`src/rtl/pll_reset_ctrl.sv`:
```
// pll_reset_ctrl: sequences the ECP5 PLL reset and derives a lock-qualified system reset.
// Clocked from the board oscillator so it keeps running while the PLL output is dead.
module pll_reset_ctrl #(
    parameter int SYNC_STAGES         = 2,
    parameter int PLL_RST_CYCLES      = 16,
    parameter int LOCK_TIMEOUT_CYCLES = 1048576,
    parameter int LOCK_STABLE_CYCLES  = 1024,
    parameter int MAX_ATTEMPTS        = 3
) (
    input  logic       clk,
    input  logic       reset_n,
    input  logic       locked_i,
    output logic       pll_rst_o,
    output logic       sys_reset_n_o,
    output logic       ready_o,
    output logic       fault_o,
    output logic [7:0] lock_loss_count_o
);

    localparam int T01 = (PLL_RST_CYCLES > LOCK_TIMEOUT_CYCLES) ?
                         PLL_RST_CYCLES : LOCK_TIMEOUT_CYCLES;
    localparam int TMAX = (T01 > LOCK_STABLE_CYCLES) ? T01 : LOCK_STABLE_CYCLES;
    localparam int TW = (TMAX > 1) ? $clog2(TMAX) : 1;
    localparam int AW = (MAX_ATTEMPTS > 1) ? $clog2(MAX_ATTEMPTS + 1) : 1;

    localparam logic [TW-1:0] RST_LAST = TW'(PLL_RST_CYCLES - 1);
    localparam logic [TW-1:0] TMO_LAST = TW'(LOCK_TIMEOUT_CYCLES - 1);
    localparam logic [TW-1:0] STB_LAST = TW'(LOCK_STABLE_CYCLES - 1);
    localparam logic [AW-1:0] ATT_LAST = (MAX_ATTEMPTS > 0) ?
                                         AW'(MAX_ATTEMPTS - 1) : '0;

    typedef enum logic [2:0] {
        ST_PLL_RESET,
        ST_WAIT_LOCK,
        ST_STABILIZE,
        ST_RUN,
        ST_FAULT
    } state_e;

    state_e                 state_q, state_d;
    logic [TW-1:0]          timer_q, timer_d;
    logic [AW-1:0]          attempt_q, attempt_d;
    logic [7:0]             loss_q, loss_d;
    logic [SYNC_STAGES-1:0] sync_q, sync_d;
    logic                   pll_rst_q, pll_rst_d;
    logic                   sys_rst_n_q, sys_rst_n_d;
    logic                   ready_q, ready_d;
    logic                   fault_q, fault_d;
    logic                   locked_s;
    logic                   last_attempt;

    assign locked_s = sync_q[SYNC_STAGES-1];

    // A shared timer is safe: every transition restarts it from zero.
    assign last_attempt = (MAX_ATTEMPTS != 0) && (attempt_q == ATT_LAST);

    always_comb begin
        sync_d    = {sync_q[SYNC_STAGES-2:0], locked_i};
        state_d   = state_q;
        timer_d   = timer_q;
        attempt_d = attempt_q;
        loss_d    = loss_q;

        unique case (state_q)
            ST_PLL_RESET: begin
                if (timer_q == RST_LAST) begin
                    state_d = ST_WAIT_LOCK;
                    timer_d = '0;
                end else begin
                    timer_d = timer_q + TW'(1);
                end
            end
            ST_WAIT_LOCK: begin
                if (locked_s) begin
                    state_d = ST_STABILIZE;
                    timer_d = '0;
                end else if (timer_q == TMO_LAST) begin
                    timer_d = '0;
                    if (MAX_ATTEMPTS != 0) begin
                        attempt_d = attempt_q + AW'(1);
                    end
                    state_d = last_attempt ? ST_FAULT : ST_PLL_RESET;
                end else begin
                    timer_d = timer_q + TW'(1);
                end
            end
            ST_STABILIZE: begin
                if (!locked_s) begin
                    state_d = ST_WAIT_LOCK;
                    timer_d = '0;
                end else if (timer_q == STB_LAST) begin
                    state_d   = ST_RUN;
                    timer_d   = '0;
                    attempt_d = '0;
                end else begin
                    timer_d = timer_q + TW'(1);
                end
            end
            ST_RUN: begin
                if (!locked_s) begin
                    state_d = ST_PLL_RESET;
                    timer_d = '0;
                    if (loss_q != 8'hFF) begin
                        loss_d = loss_q + 8'd1;
                    end
                end
            end
            ST_FAULT: begin
                state_d = ST_FAULT;
            end
            default: begin
                state_d = ST_PLL_RESET;
                timer_d = '0;
            end
        endcase

        // Outputs decoded from the next state so they move with the state.
        pll_rst_d   = (state_d == ST_PLL_RESET);
        sys_rst_n_d = (state_d == ST_RUN);
        ready_d     = (state_d == ST_RUN);
        fault_d     = (state_d == ST_FAULT);
    end

    always_ff @(posedge clk or negedge reset_n) begin
        if (!reset_n) begin
            state_q     <= ST_PLL_RESET;
            timer_q     <= '0;
            attempt_q   <= '0;
            loss_q      <= '0;
            sync_q      <= '0;
            pll_rst_q   <= 1'b1;
            sys_rst_n_q <= 1'b0;
            ready_q     <= 1'b0;
            fault_q     <= 1'b0;
        end else begin
            state_q     <= state_d;
            timer_q     <= timer_d;
            attempt_q   <= attempt_d;
            loss_q      <= loss_d;
            sync_q      <= sync_d;
            pll_rst_q   <= pll_rst_d;
            sys_rst_n_q <= sys_rst_n_d;
            ready_q     <= ready_d;
            fault_q     <= fault_d;
        end
    end

    assign pll_rst_o         = pll_rst_q;
    assign sys_reset_n_o     = sys_rst_n_q;
    assign ready_o           = ready_q;
    assign fault_o           = fault_q;
    assign lock_loss_count_o = loss_q;

endmodule

```
`config.mk`:
```
export PLATFORM = sky130hd
export DESIGN_NAME = pll_reset_ctrl
export DESIGN_NICKNAME = d
export VERILOG_FILES = /design/src/rtl/pll_reset_ctrl.sv
export SDC_FILE = /design/constraint.sdc
export NUM_CORES = 1
export LEC_CHECK = 0
export CAP_MARGIN = 15
export CORE_ASPECT_RATIO = 1.5
export CORE_UTILIZATION = 35
export CTS_CLUSTER_DIAMETER = 30
export CTS_CLUSTER_SIZE = 20
export DETAILED_ROUTE_END_ITERATION = 7
export PLACE_DENSITY = 0.55
export SLEW_MARGIN = 5
export SYNTH_ARGS = -nofsm -noshare
export SYNTH_HDL_FRONTEND = slang
export SYNTH_SLANG_ARGS = --single-unit
```
`constraint.sdc`:
```
create_clock -name clk -period 2.8 [get_ports clk]
set_input_delay 0.56 -clock clk [delete_from_list [all_inputs] [get_ports clk]]
set_output_delay 0.56 -clock clk [all_outputs]
set_load 0.02 [all_outputs]
```
Word-level counts from Yosys, hierarchy flattened
Index checks and enable logic that the tools add are counted.
{ "word_totals": {"in_bits": 3, "elab_cells": 55, "out_inout_bits": 12, "regBits": 38} }
{ "op_classes": {"n_mux": 20, "n_addsub": 3, "n_bitwise": 2, "eq_ne": 16, "reduce_logical": 6} }
{ "ops": {"columns": ["operator", "count"], "rows": [
  ["20-bit two-way mux", 6],
  ["20-bit case mux with 5 select lines", 1],
  ["3-bit two-way mux", 7],
  ["20-bit by 1-bit adder with 20-bit output, second input constant", 1],
  ["20-bit by 10-bit == test with 1-bit output, second input constant", 1],
  ["20-bit == test, second input constant", 1],
  ["20-bit by 4-bit == test with 1-bit output, second input constant", 1],
  ["3-bit case mux with 5 select lines", 1],
  ["2-bit inequality test, second input constant", 5],
  ["3-bit by 2-bit == test with 1-bit output, second input constant", 3],
  ["8-bit by 1-bit adder with 8-bit output, second input constant", 1],
  ["2-bit two-way mux", 4],
  ["8-bit inequality test, second input constant", 1],
  ["3-bit == test, second input constant", 2],
  ["3-bit zero test", 2],
  ["5-bit AND reduction", 1],
  ["2-bit case mux with 2 select lines", 1],
  ["3-bit by 1-bit == test with 1-bit output, second input constant", 1],
  ["3-bit AND reduction", 1],
  ["2-bit by 1-bit adder with 2-bit output, second input constant", 1],
  ["2-bit == test, second input constant", 1],
  ["1-bit NOT", 2],
  ["2-bit AND reduction", 1],
  ["2-bit nonzero test", 1]
]} }

Depth between registers and ports, before layout
{ "logic_depth": {"ltp_word": 6, "ltp_mapped": 7, "mapped_depth_nobuf": 6} }

Worst setup path after synthesis
Ideal clock, no wire load.
{ "synth_timing": {"path_kind": "reg2reg", "from": "register timer_q[5]", "to": "register timer_q[1]", "setup_slack_ps": 525, "n_path_buf": 0, "arrival_ps": 2154, "path_stages_with_launch": 6, "synth_period_minus_slack_ps": 2275, "setup_ps": 121, "required_time_ps": 2679, "path_cell_list": "dfrtp_1 > or4_1 > or4_4 > o21ba_4 > or3_1 > a22o_1"} }
{ "synth_between": {"elab_chain_cells": 4, "elab_cells_between_ends": 9, "cone_classes": "3 x eq/ne; 6 x mux"} }
{ "synth_rtl": {"columns": ["item", "line", "source"], "rows": [
  ["start, declared", "41", "logic [TW-1:0] timer_q, timer_d;"],
  ["start signal, assigned", "137", "timer_q <= timer_d;"],
  ["20-bit by 10-bit == test with 1-bit output / 20-bit == test (equally long branches)", "91, 77", null],
  ["20-bit two-way mux (on tied branches)", "91, 77", null],
  ["20-bit two-way mux (on tied branches)", "88, 74", null],
  ["20-bit case mux with 5 select lines (*)", "64", "unique case (state_q)"]
]} }
Mark *: on every way between the ends. The rest lies on a longest branch, timed or not.
A chain may end at the register's enable or synchronous reset.

Worst setup path after layout
{ "layout_timing": {"from": "register timer_q[1]", "to": "register timer_q[1]"} }
{ "layout_between": {"elab_chain_cells": 4, "elab_cells_between_ends": 10, "cone_classes": "1 x add/sub; 3 x eq/ne; 6 x mux"} }
{ "layout_rtl": {"columns": ["item", "line"], "rows": [
  ["20-bit by 1-bit adder with 20-bit output, or another cell as far along", "70, 84, 96"],
  ["20-bit two-way mux (on tied branches)", "91, 77"],
  ["20-bit two-way mux (on tied branches)", "88, 74"],
  ["20-bit case mux with 5 select lines (*)", "64"]
]} }
Marks and branches as above.

==> impl_summary.md <==
Setup path
The critical path's slowest cell is sky130_fd_sc_hd__dfrtp_1. The largest single stage delay on the critical path is between 400 and 500 ps. The category of the worst setup path capture point is a register.

At the worst endpoint, the arrival time is about 2700 ps. The highest net fanout along the worst path is 6. The worst setup path is launched from a register.

On the critical path the largest part of the delay comes from simple AND/OR/NAND/NOR gates. The critical path data required time is between 2000 and 3000 ps. The combined buffer and inverter count along the critical path is 1. Walking the worst path, the cells encountered are ha_1, nand4_1, nor3_1, a21oi_1, buf_4, or3_1, a22o_1.

The setup path with the least slack is of type register to register.

Clock network
Clock tree synthesis found a total of 38 sinks. The deepest level of the CTS H-tree is 2. The cell at the root of the clock tree is sky130_fd_sc_hd__clkbuf_8. Post-CTS repair changed the size of 0 cells. The clock insertion delay at the later pin of the skew report is about 300 ps. After clock tree synthesis, the clock-pin slew on the worst setup and hold paths is 80 ps.

In this run, CTS created clock tree buffers numbering 5. The number of buffers between clock root and the deepest sink is 2. The post-CTS setup buffer count is 0. TritonCTS built the clock tree. The number of hold buffers added after cts is 0.

Timing
Between clock sinks in the finished design, the worst skew comes to between 7 and 8 ps. The final clock period utilization by the worst path is 89.2%. The worst max-slew margin expressed relative to the limit is between 40% and 50%. Setup repair after global routing left no endpoint under its margin. The worst-margin pin slew is 856 ps. The hold violation total from the final report is 0. The final worst-path setup slack is 303 ps. Setup total negative slack on the finished layout was measured at 0 ps. The maximum frequency from static timing analysis is 0.401 GHz. The minimum clock period is about 2500 ps. The final max-slew violation count is 0. The setup violation total in the final timing report is 0.

Synthesis
Sorting the synthesized cells by how often they occur yields sky130_fd_sc_hd__dfrtp_1 (37), sky130_fd_sc_hd__nand2_1 (21), sky130_fd_sc_hd__o21ai_0 (14), sky130_fd_sc_hd__nand3_1 (12), sky130_fd_sc_hd__nor2_1 (11). The post-synthesis async set-or-reset flop share is 100%. Synthesis produced a netlist with a net count of 229. The number of enable flip-flop cells after synthesis is 0. The share of the synthesized area in the top cell type is 43.5%. Synthesis inferred 38 register bits.

The top flip-flop cell by instance count after synthesis is sky130_fd_sc_hd__dfrtp_1. The sequential element share of the synthesized area is 44.8%. By area the synthesized netlist is led by sky130_fd_sc_hd__dfrtp_1 (44%), sky130_fd_sc_hd__nand2_1 (3.7%), sky130_fd_sc_hd__o21ai_0 (3.3%).

The average instance in the mapped netlist occupies approximately 9.5 um2. Summing every instance area after synthesis gives 2130 um2. The number of different library cells used by synthesis comes to 52. The leading cell type by number of instances after synthesis is sky130_fd_sc_hd__dfrtp_1. The count of mapped cells out of synthesis is between 200 and 250. The largest total area in the synthesized netlist belongs to sky130_fd_sc_hd__dfrtp_1.

During synthesis, Yosys emitted a total of 0 warnings.

Power and ir drop
For this design the ratio of total power to cell area is 736 nW/um2. In this run switching power makes up about 33% of total power. In this run, the clock network consumes between 30% and 40% of the power. The net switching power of the design is 0.623 mW. The maximum resistive drop on vdd is 492 uV. Combinational logic burns roughly a third of the power. The share of total power dissipated in sequential elements is 36.6%.

The internal power summed over all cells is 1.24 mW. The analysis attributes to cell leakage a power of 1.04 nW.

Die
The core footprint is 5830 um2. The die extent in x is around 66 um. The floorplan has 34 rows. The die extent in y is between 90 and 100 um. The floorplan step defined a die boundary enclosing 6400 um2. The number of placed I/O pins is 15. The initial core utilization is 36.5%.

Placed design
The weighted congestion at the end of routability-driven global placement is 0.829. The post-placement setup slack is 289 ps. In this run the cell area measured after placement is ~2400 um2. The detailed-placement wirelength estimate is 3740 um. The placed instance count is 311. Buffers placed on the I/O ports in this run total 14.

Job
The count of max-cap constraint violations is 0.

Global route
Entering global routing, the biggest net connects 39 pins. The via count of the first global-routing pass is 1,753. The first global-routing pass estimated 8690 um of wire. For this run the aggregate overflow at the end of global routing stands at 0. The global-route total usage across every layer is approximately 18%. The initial antenna violation count came to 0.

Detailed routing
The iteration count of the initial detailed-routing pass is 4. The number of vias in the routed layout is between 1,500 and 2,000. The detail-routed via count per cell is 5.59.

The DRC violation total after the first TritonRoute iteration is 60. Once detail routing completed, the nets flagged for antenna violations numbered 0. The mean routed wirelength per cell is ~16 um. After detailed routing, the total wire length is roughly 5100 um. After detailed routing, the number of remaining DRC violations is 0.

Worst hold path
The kind of path behind the tightest hold check is register to register.

Final layout
The fraction of final layout cells sized beyond drive strength 1 is a little under an eighth. The finished layout holds between 300 and 400 standard cells, fillers aside. The synthesis-to-finish area growth is 19.2%. Summing all non-filler instances in the final layout gives an area of 2530 um2. The net total in the final layout is about 250. The antenna diode count is 0.

Status
The run finished with clean final reports.
-- worst paths after layout --
check | start | end | slack [ps] | cells after the start
max in group asynchronous | reset_n | timer_q[4] | 1900 | 1
min in group asynchronous | reset_n | timer_q[15] | 370 | 1
setup / recovery | timer_q[1] | timer_q[1] | 300 | 7
hold / removal | sync_q[0] | sync_q[1] | 350 | 0
hold reg to reg | sync_q[0] | sync_q[1] | 350 | 0
setup reg to reg | timer_q[1] | timer_q[1] | 300 | 7
-- stage by stage --
stage	power [mW]	util, %	hold slack (ps)
finish	1.86	43.5	351
global route	1.96	43.5	358
CTS	1.89	43.5	356
detailed placement	1.29	41.0	338
global placement	1.29	41.0	336
floorplan	1.10	-	264
-- state kept, by name, summed over array words and instances, names as in the netlist --
name	flops
pll_rst_o	1
sync_q	2
lock_loss_count_o	8
timer_q	20
attempt_q	2
state_q	3
ready_o	1
fault_o	1
-- layer usage --
metal	track usage (%)	up-vias	part of all wire, %
met5	0	-	0
met4	7.69	0	1.7
met3	2.46	5	2.9
met2	30.6	29	53
met1	21.6	862	43
li1	-	887	-
-- cells in the final DEF (no fill, tap or decap), types with 3 or more instances in the layout --
cell type and n:
sky130_fd_sc_hd__dfrtp_1 37, sky130_fd_sc_hd__nand2_1 21, sky130_fd_sc_hd__o21ai_0 14, sky130_fd_sc_hd__clkdlybuf4s50_1 13, sky130_fd_sc_hd__nand3_1 12, sky130_fd_sc_hd__buf_4 12
sky130_fd_sc_hd__nor2_1 11, sky130_fd_sc_hd__nor3_1 10, sky130_fd_sc_hd__inv_1 8, sky130_fd_sc_hd__nor4_1 8, sky130_fd_sc_hd__nand4_1 7, sky130_fd_sc_hd__xor2_1 6
sky130_fd_sc_hd__o31ai_1 6, sky130_fd_sc_hd__clkbuf_8 6, sky130_fd_sc_hd__or3_1 5, sky130_fd_sc_hd__and2_1 4, sky130_fd_sc_hd__mux2i_1 4, sky130_fd_sc_hd__nand2b_1 3
sky130_fd_sc_hd__nand3b_1 3, sky130_fd_sc_hd__and4_1 3, sky130_fd_sc_hd__a21oi_1 3, sky130_fd_sc_hd__xnor2_1 3, sky130_fd_sc_hd__o32ai_1 3, sky130_fd_sc_hd__o41ai_1 3
sky130_fd_sc_hd__o22ai_1 3, sky130_fd_sc_hd__o21ai_1 3, sky130_fd_sc_hd__ha_1 3
-- power groups by stage --
stage / registers (mW) / logic (mW) / clock network [mW]
finish: 0.682 / 0.596 / 0.587
global route: 0.693 / 0.658 / 0.613
CTS: 0.682 / 0.605 / 0.601
detailed placement: 0.692 / 0.602 / 0
global placement: 0.692 / 0.597 / 0
floorplan: 0.697 / 0.402 / 0
-- cell families (layout without fill, tap and decap cells) --
logic type | count (synthesis) | after routing | share of synthesized area (%)
compound gates | 51 | 51 | 17.2
xor+xnor | 9 | 9 | 3.71
fa+ha+maj | 3 | 3 | 1.76
buf+inv | 18 | 42 | 3.76
flops | 38 | 38 | 44.8
mux | 5 | 5 | 2.41
simple gates | 99 | 99 | 26.4
-- final cells by class --
type	count	area, um2
clock inverter	2	60.1
timing repair buffer	26	225
tap	72	90.1
inverter	8	30.0
fill	582	3290
sequential	38	952
clock buffer	6	82.6
multi-input combinational	167	1090
Note: power is estimated with default switching activity, not from simulation.
